--- config.mk ---
export PLATFORM = sky130hd
export DESIGN_NAME = aggregation_flag_reader_flat
export DESIGN_NICKNAME = d
export VERILOG_FILES = /design/src/rtl/aggregation_flag_reader_pkg.sv /design/src/rtl/aggregation_flag_reader_if.sv /design/src/rtl/aggregation_flag_reader_mem_read_waiter.sv /design/src/rtl/aggregation_flag_reader.sv /design/src/flat_wrapper.sv
export SDC_FILE = /design/constraint.sdc
export NUM_CORES = 1
export LEC_CHECK = 0
export ABC_AREA = 1
export ABC_CLOCK_PERIOD_IN_PS = 2700
export CAP_MARGIN = 5
export CORE_UTILIZATION = 55
export DETAILED_ROUTE_END_ITERATION = 16
export GPL_TIMING_DRIVEN = 0
export PLACE_DENSITY = 0.82
export SYNTH_ARGS = -nofsm -noshare
export SYNTH_HDL_FRONTEND = slang
export SYNTH_SLANG_ARGS = --single-unit
export TNS_END_PERCENT = 30
--- constraint.sdc ---
create_clock -name clock -period 2.7 [get_ports clock]
set_clock_uncertainty 0.1 [all_clocks]
set_input_delay 0.405 -clock clock [delete_from_list [all_inputs] [get_ports clock]]
set_output_delay 0.405 -clock clock [all_outputs]
set_load 0.01 [all_outputs]
--- src/rtl/aggregation_flag_reader_pkg.sv ---
// Shared word width and node memory map for the forAggregation flag handshake,
// plus the clamp and saturation helpers used by the flag reader.
package aggregation_flag_reader_pkg;

    localparam int WORD_WIDTH = 16;
    localparam int ACC_WIDTH  = WORD_WIDTH + 4;

    localparam logic [WORD_WIDTH-1:0] FLAG_ADDR  = 16'h0002;
    localparam logic [WORD_WIDTH-1:0] COUNT_ADDR = 16'h0003;
    localparam logic [WORD_WIDTH-1:0] AGG_ADDR   = 16'h0004;
    localparam logic [WORD_WIDTH-1:0] PKT_BASE   = 16'h0010;

    function automatic logic [WORD_WIDTH-1:0] clamp_count(
        input logic [WORD_WIDTH-1:0] raw,
        input logic [WORD_WIDTH-1:0] limit
    );
        logic [WORD_WIDTH-1:0] res;
        if (raw > limit) begin
            res = limit;
        end else begin
            res = raw;
        end
        return res;
    endfunction

    // Any bit above the word range means the true sum no longer fits.
    function automatic logic [WORD_WIDTH-1:0] sat_word(input logic [ACC_WIDTH-1:0] acc);
        logic [WORD_WIDTH-1:0] res;
        if (acc[ACC_WIDTH-1:WORD_WIDTH] != {(ACC_WIDTH-WORD_WIDTH){1'b0}}) begin
            res = {WORD_WIDTH{1'b1}};
        end else begin
            res = acc[WORD_WIDTH-1:0];
        end
        return res;
    endfunction

endpackage

--- src/rtl/aggregation_flag_reader_if.sv ---
// Shared data memory port as seen by the flag reader (master) and the memory (slave).
interface aggregation_flag_reader_if;
    import aggregation_flag_reader_pkg::*;

    logic [WORD_WIDTH-1:0] address;
    logic                  wr_en;
    logic [WORD_WIDTH-1:0] data_out;
    logic [WORD_WIDTH-1:0] data_in;

    modport master (output address, output wr_en, output data_out, input data_in);
    modport slave  (input address, input wr_en, input data_out, output data_in);

endinterface

--- src/rtl/aggregation_flag_reader_mem_read_waiter.sv ---
// Counts the memory read latency after each new read address and flags the
// single cycle in which data_in holds the word for that address.
module aggregation_flag_reader_mem_read_waiter #(
    parameter int READ_LAT = 1
) (
    input  logic clock,
    input  logic nrst,
    input  logic load,
    output logic rd_valid
);

    logic [1:0] wait_cnt_r;

    // Reload on every new address, then count down to the valid cycle.
    always_ff @(posedge clock) begin
        if (!nrst) begin
            wait_cnt_r <= 2'd0;
        end else if (load) begin
            wait_cnt_r <= 2'(READ_LAT);
        end else if (wait_cnt_r != 2'd0) begin
            wait_cnt_r <= wait_cnt_r - 2'd1;
        end else begin
            wait_cnt_r <= wait_cnt_r;
        end
    end

    assign rd_valid = (wait_cnt_r == 2'd1);

endmodule

--- src/rtl/aggregation_flag_reader.sv ---
// Consumer side of the forAggregation flag: reads the flag, sums the pending
// packet payloads, writes the aggregate back and clears the flag.
module aggregation_flag_reader
    import aggregation_flag_reader_pkg::*;
#(
    parameter int MAX_PKTS = 8,
    parameter int READ_LAT = 1
) (
    input  logic                          clock,
    input  logic                          nrst,
    input  logic                          en,
    input  logic                          start,
    aggregation_flag_reader_if.master     bus,
    output logic                          aggregated,
    output logic [WORD_WIDTH-1:0]         agg_value,
    output logic [WORD_WIDTH-1:0]         pkt_count,
    output logic                          done
);

    typedef enum logic [2:0] {
        ARM, IDLE, RD_FLAG, RD_CNT, RD_PKT, WR_AGG, CLR_FLAG, FINISH
    } state_t;

    localparam logic [WORD_WIDTH-1:0] MAX_PKTS_W = WORD_WIDTH'(MAX_PKTS);
    localparam logic [WORD_WIDTH-1:0] ONE_W      = {{(WORD_WIDTH-1){1'b0}}, 1'b1};
    localparam logic [WORD_WIDTH-1:0] ZERO_W     = {WORD_WIDTH{1'b0}};

    state_t                state_r, state_s;
    logic [WORD_WIDTH-1:0] address_r, address_s;
    logic [WORD_WIDTH-1:0] data_out_r, data_out_s;
    logic                  wr_en_r, wr_en_s;
    logic                  aggregated_r, aggregated_s;
    logic [WORD_WIDTH-1:0] agg_value_r, agg_value_s;
    logic [WORD_WIDTH-1:0] pkt_count_r, pkt_count_s;
    logic                  done_r, done_s;
    logic [ACC_WIDTH-1:0]  acc_r, acc_s;
    logic [WORD_WIDTH-1:0] idx_r, idx_s;
    logic                  addr_pend_r, addr_pend_s;
    logic                  load_s;
    logic                  rd_valid_s;
    logic [WORD_WIDTH-1:0] clamped_s;

    aggregation_flag_reader_mem_read_waiter #(.READ_LAT(READ_LAT)) u_waiter (
        .clock    (clock),
        .nrst     (nrst),
        .load     (load_s),
        .rd_valid (rd_valid_s)
    );

    assign clamped_s = clamp_count(bus.data_in, MAX_PKTS_W);

    // Next-state and next-output logic; packet addresses go out one cycle after the index update.
    always_comb begin
        state_s      = state_r;
        address_s    = address_r;
        data_out_s   = data_out_r;
        wr_en_s      = 1'b0;
        aggregated_s = aggregated_r;
        agg_value_s  = agg_value_r;
        pkt_count_s  = pkt_count_r;
        done_s       = done_r;
        acc_s        = acc_r;
        idx_s        = idx_r;
        addr_pend_s  = 1'b0;
        load_s       = 1'b0;
        case (state_r)
            ARM: begin
                if (en) begin
                    done_s       = 1'b0;
                    aggregated_s = 1'b0;
                    state_s      = IDLE;
                end else begin
                    state_s = ARM;
                end
            end
            IDLE: begin
                if (start) begin
                    address_s = FLAG_ADDR;
                    load_s    = 1'b1;
                    state_s   = RD_FLAG;
                end else begin
                    state_s = IDLE;
                end
            end
            RD_FLAG: begin
                if (rd_valid_s) begin
                    if (bus.data_in != ZERO_W) begin
                        address_s = COUNT_ADDR;
                        load_s    = 1'b1;
                        state_s   = RD_CNT;
                    end else begin
                        aggregated_s = 1'b0;
                        state_s      = FINISH;
                    end
                end else begin
                    state_s = RD_FLAG;
                end
            end
            RD_CNT: begin
                if (rd_valid_s) begin
                    pkt_count_s = clamped_s;
                    acc_s       = {ACC_WIDTH{1'b0}};
                    idx_s       = ZERO_W;
                    if (clamped_s == ZERO_W) begin
                        state_s = WR_AGG;
                    end else begin
                        addr_pend_s = 1'b1;
                        state_s     = RD_PKT;
                    end
                end else begin
                    state_s = RD_CNT;
                end
            end
            RD_PKT: begin
                if (addr_pend_r) begin
                    address_s = PKT_BASE + idx_r;
                    load_s    = 1'b1;
                    state_s   = RD_PKT;
                end else if (rd_valid_s) begin
                    acc_s = acc_r + {{(ACC_WIDTH-WORD_WIDTH){1'b0}}, bus.data_in};
                    if ((idx_r + ONE_W) == pkt_count_r) begin
                        state_s = WR_AGG;
                    end else begin
                        idx_s       = idx_r + ONE_W;
                        addr_pend_s = 1'b1;
                        state_s     = RD_PKT;
                    end
                end else begin
                    state_s = RD_PKT;
                end
            end
            WR_AGG: begin
                address_s   = AGG_ADDR;
                data_out_s  = sat_word(acc_r);
                wr_en_s     = 1'b1;
                agg_value_s = sat_word(acc_r);
                state_s     = CLR_FLAG;
            end
            CLR_FLAG: begin
                address_s    = FLAG_ADDR;
                data_out_s   = ZERO_W;
                wr_en_s      = 1'b1;
                aggregated_s = 1'b1;
                state_s      = FINISH;
            end
            FINISH: begin
                wr_en_s = 1'b0;
                done_s  = 1'b1;
                state_s = ARM;
            end
            default: begin
                state_s = ARM;
            end
        endcase
    end

    // State and output registers; reset abandons any run in progress.
    always_ff @(posedge clock) begin
        if (!nrst) begin
            state_r      <= ARM;
            address_r    <= ZERO_W;
            data_out_r   <= ZERO_W;
            wr_en_r      <= 1'b0;
            aggregated_r <= 1'b0;
            agg_value_r  <= ZERO_W;
            pkt_count_r  <= ZERO_W;
            done_r       <= 1'b0;
            acc_r        <= {ACC_WIDTH{1'b0}};
            idx_r        <= ZERO_W;
            addr_pend_r  <= 1'b0;
        end else begin
            state_r      <= state_s;
            address_r    <= address_s;
            data_out_r   <= data_out_s;
            wr_en_r      <= wr_en_s;
            aggregated_r <= aggregated_s;
            agg_value_r  <= agg_value_s;
            pkt_count_r  <= pkt_count_s;
            done_r       <= done_s;
            acc_r        <= acc_s;
            idx_r        <= idx_s;
            addr_pend_r  <= addr_pend_s;
        end
    end

    assign bus.address  = address_r;
    assign bus.wr_en    = wr_en_r;
    assign bus.data_out = data_out_r;
    assign aggregated   = aggregated_r;
    assign agg_value    = agg_value_r;
    assign pkt_count    = pkt_count_r;
    assign done         = done_r;

endmodule

--- src/flat_wrapper.sv ---
// flat-port wrapper written by rule: the top's interface ports become plain ports
module aggregation_flag_reader_flat import aggregation_flag_reader_pkg::*;
#(
    parameter int MAX_PKTS = 8,
    parameter int READ_LAT = 1
)
  (clock, nrst, en, start, aggregated, agg_value, pkt_count, done, bus_address, bus_wr_en, bus_data_out, bus_data_in);
  aggregation_flag_reader_if bus_i ();
  input  logic clock;
  input  logic nrst;
  input  logic en;
  input  logic start;
  output logic aggregated;
  output logic [WORD_WIDTH-1:0] agg_value;
  output logic [WORD_WIDTH-1:0] pkt_count;
  output logic done;
  output wire logic [$bits(bus_i.address)-1:0] bus_address;
  output wire logic [$bits(bus_i.wr_en)-1:0] bus_wr_en;
  output wire logic [$bits(bus_i.data_out)-1:0] bus_data_out;
  input wire logic [$bits(bus_i.data_in)-1:0] bus_data_in;
  assign bus_address = bus_i.address;
  assign bus_wr_en = bus_i.wr_en;
  assign bus_data_out = bus_i.data_out;
  assign bus_i.data_in = bus_data_in;
  aggregation_flag_reader #(.MAX_PKTS(MAX_PKTS), .READ_LAT(READ_LAT)) u_core (.clock(clock), .nrst(nrst), .en(en), .start(start), .bus(bus_i), .aggregated(aggregated), .agg_value(agg_value), .pkt_count(pkt_count), .done(done));
endmodule
# After elaboration in Yosys (flattened, before gate mapping)
# Cells that the tools add are included.
# classes
add_sub_neg,4
n_lt_le_gt_ge,1
n_eq_ne,19
muxes,46
bitwise,1
n_reduce_logical,19
# op_table
op,n
16-bit two-way mux,10
16-bit one-hot mux with 5 select lines,1
16-bit one-hot mux with 2 select lines,2
20-bit two-way mux,3
20-bit one-hot mux with 2 select lines,1
3-bit one-hot mux with 8 select lines,1
20-bit by 16-bit adder with 20-bit output,1
1-bit two-way mux,19
"16-bit by 1-bit adder with 16-bit output, second input constant",1
"5-bit by 16-bit adder with 16-bit output, first input constant",1
16-bit == test,1
"16-bit by 4-bit > comparator with 1-bit output, second input constant",1
16-bit logical NOT,1
16-bit nonzero test,1
"3-bit == test, second input constant",4
3-bit two-way mux,4
"2-bit by 1-bit inequality test with 1-bit output, second input constant",5
"2-bit inequality test, second input constant",5
5-bit AND reduction,2
2-bit nonzero test,5
4-bit AND reduction,2
"3-bit by 2-bit == test with 1-bit output, second input constant",2
1-bit one-hot mux with 3 select lines,2
5-bit nonzero test,1
other kinds (11),14
# totals
reg_bits,109
input_bits,20
output_inout_bits,67
wordCells,103

# Depth between registers and ports, before layout
# Gate-level depths: netlist of run 1.
# depth
depth_word,6
mapped_depth,16
ltp_nobuf,15

# By module
# Synthesis of run 1 repeated with hierarchy kept, for this count alone.
# hier_totals
cells_unflattened,848
hier_area_um2,5719.2
# by_module_without_submodules
module,instances,cells_per_inst,area_per_inst_um2,seq_area_each_um2
aggregation_flag_reader,1,831,5595.4,2142.1
aggregation_flag_reader_mem_read_waiter,1,17,123.9,40.0

# Least setup slack after synthesis of run 1
# OpenSTA, ideal clock, no wires.
# synth_path
path_type,flip-flop to flip-flop
from,register u_core.idx_r[4]
to,register u_core.idx_r[10]
setup_time_ns,0.110
t_arrival_ns,1.904
t_required_ns,2.490
setup_slack_ns,0.586
stages_incl_launch_ff,16
path_buffers,1
period_less_slack_ns,2.114
cell_sequence,dfxtp_1 ha_1 nand3_1 nor2_1 nand4_1 nand2_1 nand2_1 nand2_1 nand2_1 nor2_2 nand4_4 nand3_4 buf_6 nand2_1 inv_2 nor2_1
# synth_between
elab_chain_len,5
word_cells_on_any_way,8
cone_classes,add/sub: 1; eq/ne: 2; mux: 4; reduce/logical: 1
# synth_lines
element,line_no,text
start: declaration,aggregation_flag_reader.sv:37,"logic [WORD_WIDTH-1:0] idx_r, idx_s;"
start signal: assignment,aggregation_flag_reader.sv:181,idx_r <= idx_s;
16-bit by 1-bit adder with 16-bit output (*),"aggregation_flag_reader.sv:121, aggregation_flag_reader.sv:124",
branches (longest 4 deep; another with 16-bit == test),-,
# Mark *: on every way between the ends. The select of a mux whose other input is x is not followed.
# A chain may end at the register's enable or synchronous reset.

# Worst setup path after layout of run 1
# layout_path
from,register u_core.idx_r[4]
to,register u_core.idx_r[15]
# The elaborated chain is that of the path after synthesis.

==> run metrics, run 1 <==
crit share post-route 94.9%; peak supply drop 0.298 mV; TritonCTS buffer count 9; worst hold path class in -> reg; Worst R2R Setup Slack 0.14 ns; Slew Limit Fails 0; multi-input logic area 3260 µm²; status completed; vias in the first global route 5451; Post-Syn Nets 933; starting density of the core 56.7%; CP endpoint kind flop; CTS max path bufs 2; Lkg Pwr 2.87 nW; number of port buffers 85; FF+latch area 2190 µm²; Synth area leader dfxtp_1; synthesized area per cell 6.60 µm²; hpwl dp 12.1 mm; synth top area cells dfxtp_1, nand2_1, a21oi_1; Tot Pwr 3.41 mW; GR Overflow Total 0; final hold vios 0; worst-skew pair later-pin latency 0.39 ns; 1st-pass router iterations 7; R2R Path End u_core.idx_r[15]; first-pass GRT wire length 25.6 mm; Clk pin slew, worst setup/hold paths 0.11 ns; Worst-Margin Slew 0.750 ns; largest net degree at the start of global routing 21; Synth Instances 892; vias after detailed routing 6150; Starting DRT DRC Count 373; CTS tree built; top-count cell post-synth nand2_1; asr flop ratio synth 0%; initial antenna violation count 0; Synth top area share 37.1%; Hold Path End u_core.bus.address[8]; num ports 87; min-delay src nrst; Critical Path RT 2.91 ns; CTS sink count 109; number of max-cap violations 0; hold path depth 3; CP max FO 10; die area 11100 µm²; WL/cell 14.1 µm; CP max stage cell dfxtp_2; max incr delay on CP 0.41 ns; yosys synthesis warning count 0; fin nets 1033; layout cells sized above 1 6.12%; CORE AREA 10400 µm²; Yosys cell types 38; Buffers & Inverters on Critical Path 2; Final setup viols 0; P&R area growth vs syn 22.2%; CP delay by family, top simple AND/OR/NAND/NOR gates; filler instances 933; Main synth FF type dfxtp_1; # DRC 0; routed vias/inst 5.43; GRT Total Usage 28.9%; row cnt 37; most frequent cells after synthesis nand2_1, dfxtp_1, nor2_1; Area after DPL 6910 µm²; root buffer cell clkbuf_8; H-tree depth 3; Routed Antenna Nets 0; FMAX 390 MHz; Placer Congestion 0.910; sequential-to-total area share from yosys stat 37.1%; crit-path cells ha_2 > nand3_1 > o21ai_0 > nand2_1 > nand2_1 > nand2_1 > nand3_1 > nor2_2 > nand4_4 > nand3_4 > buf_6 > nand2_1 > clkinv_1 > nor2_1; Post-synth EDFFs 0; FF-to-FF path depth 14; PD cells 475 nW/µm²; synthesized area 5880 µm²; #FFs+latches synth 109; Arr. time, crit path 2.77 ns; hold_ws 0.365 ns; drt total wl 16.0 mm; Worst path most repeated cell nand2_1; CTS Hold Bufs 0; CP Launch Type flop; crit path time final 2.56 ns; critical path class reg -> reg; relative max-transition margin 50.0%; worst r2r src u_core.idx_r[4]; fin area 7190 µm²; n_diodes 0; die width 105 µm; Die Height 105 µm
[layout by cell type, fill, tap and decap left out, types with 9 or more instances in the layout]
cell type	n
a21boi_0	10
a21oi_1	88
clkbuf_1	20
clkbuf_8	9
clkdlybuf4s50_1	85
dfxtp_1	106
ha_1	19
inv_1	78
nand2_1	232
nand3_1	67
nand4_1	21
nor2_1	104
nor2_2	9
o21ai_0	64
[metrics by stage]
| step | std cells | worst slack (ns) | setup TNS [ns] | util [%] |
|---|---|---|---|---|
| after floorplan | 892 | 0.586 | 0 | - |
| after global placement | 1113 | -0.315 | -5.04 | 66.6 |
| after detailed placement | 1113 | -0.309 | -5.30 | 66.6 |
| after CTS | 1129 | 0.0744 | 0 | 68.6 |
| after global routing | 1133 | -0.104 | -0.691 | 69.3 |
| final | 1133 | 0.138 | 0 | 69.3 |
[per-layer routing]
metal / share of wire [%] / vias to the layer above / GRT usage, %
met1: 44 / 2759 / 36.3
met5: 0 / - / 0
met2: 47 / 220 / 49.0
met4: 3.0 / 0 / 12.1
met3: 6.0 / 47 / 4.45
li1: - / 3124 / -
[how the worst max path moves through the flow]
stage | start | to | slack, ns | depth (start not counted)
after floorplan | u_core.idx_r[4] | u_core.idx_r[10] | 0.59 | 15
after global placement | bus_data_in[15] | u_core.bus.address[14] | -0.31 | 12
after detailed placement | bus_data_in[15] | u_core.bus.address[11] | -0.31 | 12
after CTS | u_core.idx_r[4] | u_core.idx_r[15] | 0.07 | 15
after global routing | bus_data_in[15] | u_core.bus.address[2] | -0.10 | 12
final | u_core.idx_r[4] | u_core.idx_r[15] | 0.14 | 14
[registers in the layout, summed over array words and instances, names as in the netlist, 2 cells and up]
signal,count
u_core.acc_r,20
u_core.agg_value,16
u_core.bus.address,16
u_core.bus.data_out,16
u_core.idx_r,16
u_core.pkt_count,16
u_core.state_r,3
u_core.u_waiter.wait_cnt_r,2
[kinds of logic after synthesis]
logic type | share of synthesized area [%]
AND/OR/NAND/NOR | 33.7
AO/OA/AOI/OAI | 15.9
buffers and inverters | 8.14
flip-flops | 37.1
adder cells (fa/ha/maj) | 4.59
XOR/XNOR | 0.595
[worst min-delay path: cells and delay by family]
family,cells,cell delay [ns]
buffers and inverters,1,0.22
AOI/OAI and AO/OA,2,0.19
[timing repair]
action | 4_1_cts | 5_1_grt
setup endpoints to repair | 0 | 35
gates resized for setup | 0 | 13
setup buffers | 0 | 4
[report_power, final]
| group | total, mW | switching [mW] | internal, mW |
|---|---|---|---|
| Combinational | 0.606 | 0.352 | 0.254 |
| Clock | 1.07 | 0.621 | 0.452 |
| Sequential | 1.73 | 0.0503 | 1.68 |
| Total | 3.41 | 1.02 | 2.39 |
[layout make-up]
| cell class | instances | share of cell area [%] |
|---|---|---|
| inverters | 90 | 4.70 |
| well taps | 136 | 2.37 |
| multi-input cells | 663 | 45.4 |
| repair buffers | 89 | 12.3 |
| clock buffers | 9 | 1.72 |
| clock inverters | 7 | 1.20 |
| flip-flops and latches | 109 | 30.4 |
| plain buffers | 30 | 1.97 |
(Power assumes the default switching activity.)
==> run 2, diff against run 1 <==
Settings changed: SKIP_CTS_REPAIR_TIMING from default to 1.
==> results of run 2 <==
Final layout, timing and power as in run 1 (identical DEF).
==> run 3, diff against run 2 <==
Settings changed: ABC_AREA 1 to 0, ABC_CLOCK_PERIOD_IN_PS 2700 to 2900, CORE_UTILIZATION 55 to 25, PLACE_DENSITY 0.82 to 0.44.
Clock period 2.7 ns to 2.9 ns, I/O delays scaled along.
==> run metrics, run 3 <==
Net Sw Frac 28.7%; Post-synth EDFFs 0; commonest non-fill, non-tap cell in the layout dfxtp_1; crit-path cells clkdlybuf4s50_1 > nor4_1 > and4_1 > a21boi_0 > nor2_1 > o31a_1 > clkbuf_1 > nor2_1 > a21oi_1 > nor2_1; R2R Path End u_core.acc_r[17]; combinational family with the most area after synthesis simple AND/OR/NAND/NOR gates; CP delay by family, top simple AND/OR/NAND/NOR gates; Lkg Pwr 2.81 nW; Slew Limit Fails 0; root buffer cell clkbuf_16; crit path time final 2.83 ns; commonest non-fill, non-tap cells in the layout dfxtp_1, clkdlybuf4s50_1, a21oi_1; critical path class in -> reg; Worst-Margin Slew 1.23 ns; Synth Instances 692; Top reg by flops u_core.acc_r; Reg power frac 48.2%; hpwl dp 13.7 mm; FMAX 353 MHz; drt total wl 18.5 mm; routed vias/inst 4.86; row cnt 55; P&R area growth vs syn 31.5%; peak supply drop 0.227 mV; Final setup viols 0; starting density of the core 25.4%; number of max-cap violations 0; fin nets 842; CORE AREA 22600 µm²; FF-to-FF path depth 9; Tot Pwr 3.18 mW; relative max-transition margin 17.3%; asr flop ratio synth 0%; Int Pwr 2.26 mW; synth top area cells dfxtp_1, a21oi_1, nand2_1; worst-skew pair later-pin latency 0.36 ns; Hold Path End u_core.acc_r[15]; TritonCTS buffer count 9; CP max stage cell clkdlybuf4s50_1; Placer Congestion 0.792; Critical Path RT 3.03 ns; most frequent cells after synthesis dfxtp_1, a21oi_1, nand2_1; 1st-pass router iterations 5; vias after detailed routing 5302; Synth top area share 38.0%; filler instances 2376; Buffers & Inverters on Critical Path 2; hold_ws 0.305 ns; H-tree depth 3; GRT Total Usage 15.6%; CTS max path bufs 2; CP endpoint kind flop; Synth area leader dfxtp_1; status completed; Main synth FF type dfxtp_1; sequential-to-total area share from yosys stat 38.0%; yosys synthesis warning count 0; #FFs+latches synth 109; Adder-Cell Fraction of Synth Area 4.71%; final hold vios 0; Yosys cell types 74; worst hold path class in -> reg; CTS tree built; die width 154 µm; worst r2r src u_core.acc_r[1]; Post-Synth XOR/XNOR Area 6.71%; Post-Syn Nets 733; synthesized area 5740 µm²; FF+latch area 2190 µm²; largest net degree at the start of global routing 23; Arr. time, crit path 2.96 ns; number of port buffers 85; layout cells sized above 1 10.8%; Switching Power 0.913 mW; Compound-Gate Fraction of Synth Area 21.2%; Starting DRT DRC Count 304; top-count cell post-synth dfxtp_1; Worst R2R Setup Slack 0.12 ns; CTS sink count 109; min-delay src nrst; Largest register FFs 20; Worst path most repeated cell nor2_1; # DRC 0; Routed Antenna Nets 0; Comb power frac 10.5%; mux cell area share after synthesis 0.872%; WL/cell 16.9 µm; fin area 7550 µm²; first-pass GRT wire length 28.7 mm; hold path depth 2; Clk pin slew, worst setup/hold paths 0.09 ns; synthesized area per cell 8.30 µm²; multi-input logic area 3340 µm²; crit share post-route 97.6%; die area 23600 µm²; RSZ-0062 raised after global routing yes; GR Overflow Total 0; PD cells 421 nW/µm²; vias in the first global route 4906; clock share of power 41.3%; initial antenna violation count 0; num ports 87; CP Launch Type input pin; max incr delay on CP 0.49 ns; CP max FO 10; area share of and/or/nand/nor cells after synthesis 22.1%; Area after DPL 6950 µm²; Die Height 154 µm; n_diodes 0
-- run 3: cell families (layout without fill, tap and decap cells) --
logic type / after synthesis / in the layout
adders and majority gates: 21 / 21
xor gates and xnor gates: 44 / 44
muxes: 5 / 5
AOI/OAI and AO/OA: 192 / 192
DFF: 109 / 109
and+or+nand+nor: 253 / 253
buffers and inverters: 68 / 182
-- run 3: worst max-delay path by stage --
stage / from / depth (start not counted) / slack [ns] / end
2_1_floorplan: u_core.idx_r[4] / 12 / 0.02 / u_core.idx_r[13]
3_3_place_gp: bus_data_in[1] / 10 / -0.95 / u_core.acc_r[17]
3_5_place_dp: bus_data_in[1] / 10 / -0.88 / u_core.acc_r[17]
4_1_cts: u_core.idx_r[4] / 12 / -0.62 / u_core.idx_r[13]
5_1_grt: bus_data_in[15] / 10 / -0.13 / u_core.bus.address[3]
6_report: bus_data_in[15] / 10 / 0.07 / u_core.bus.address[3]
-- run 3: routing by layer --
metal	vias to the layer above	global-route usage, %	part of all wire, %
met5	-	0	0
met2	93	23.2	44
met3	11	2.37	3.0
met4	0	4.19	0.90
li1	2688	-	-
met1	2510	23.2	52
-- run 3: power groups by stage --
stage               registers [mW]  logic [mW]  clock network, mW
floorplan                     1.57       0.208                  0
global placement              1.57       0.326                  0
detailed placement            1.57       0.325                  0
CTS                           1.53       0.326               1.36
global route                  1.53       0.370               1.42
finish                        1.53       0.333               1.31
-- run 3: final cells by class --
| type | instances | area share (%) |
|---|---|---|
| clock inverters | 7 | 1.08 |
| multi-input cells | 515 | 44.2 |
| clock buffers | 9 | 2.98 |
| repair buffers | 100 | 13.1 |
| flip-flops and latches | 109 | 29.1 |
| inverters | 16 | 0.795 |
| plain buffers | 50 | 4.06 |
| well taps | 285 | 4.72 |
-- run 3: metrics by stage --
step           util, %  worst slack (ns)  TNS, ns  std cells
2_1_floorplan        -            0.0151        0        692
3_3_place_gp      30.8            -0.952   -18.85       1062
3_5_place_dp      30.8            -0.884   -18.08       1062
4_1_cts           32.1            -0.624   -11.31       1078
5_1_grt           33.4            -0.132   -0.562       1091
6_report          33.4            0.0701        0       1091
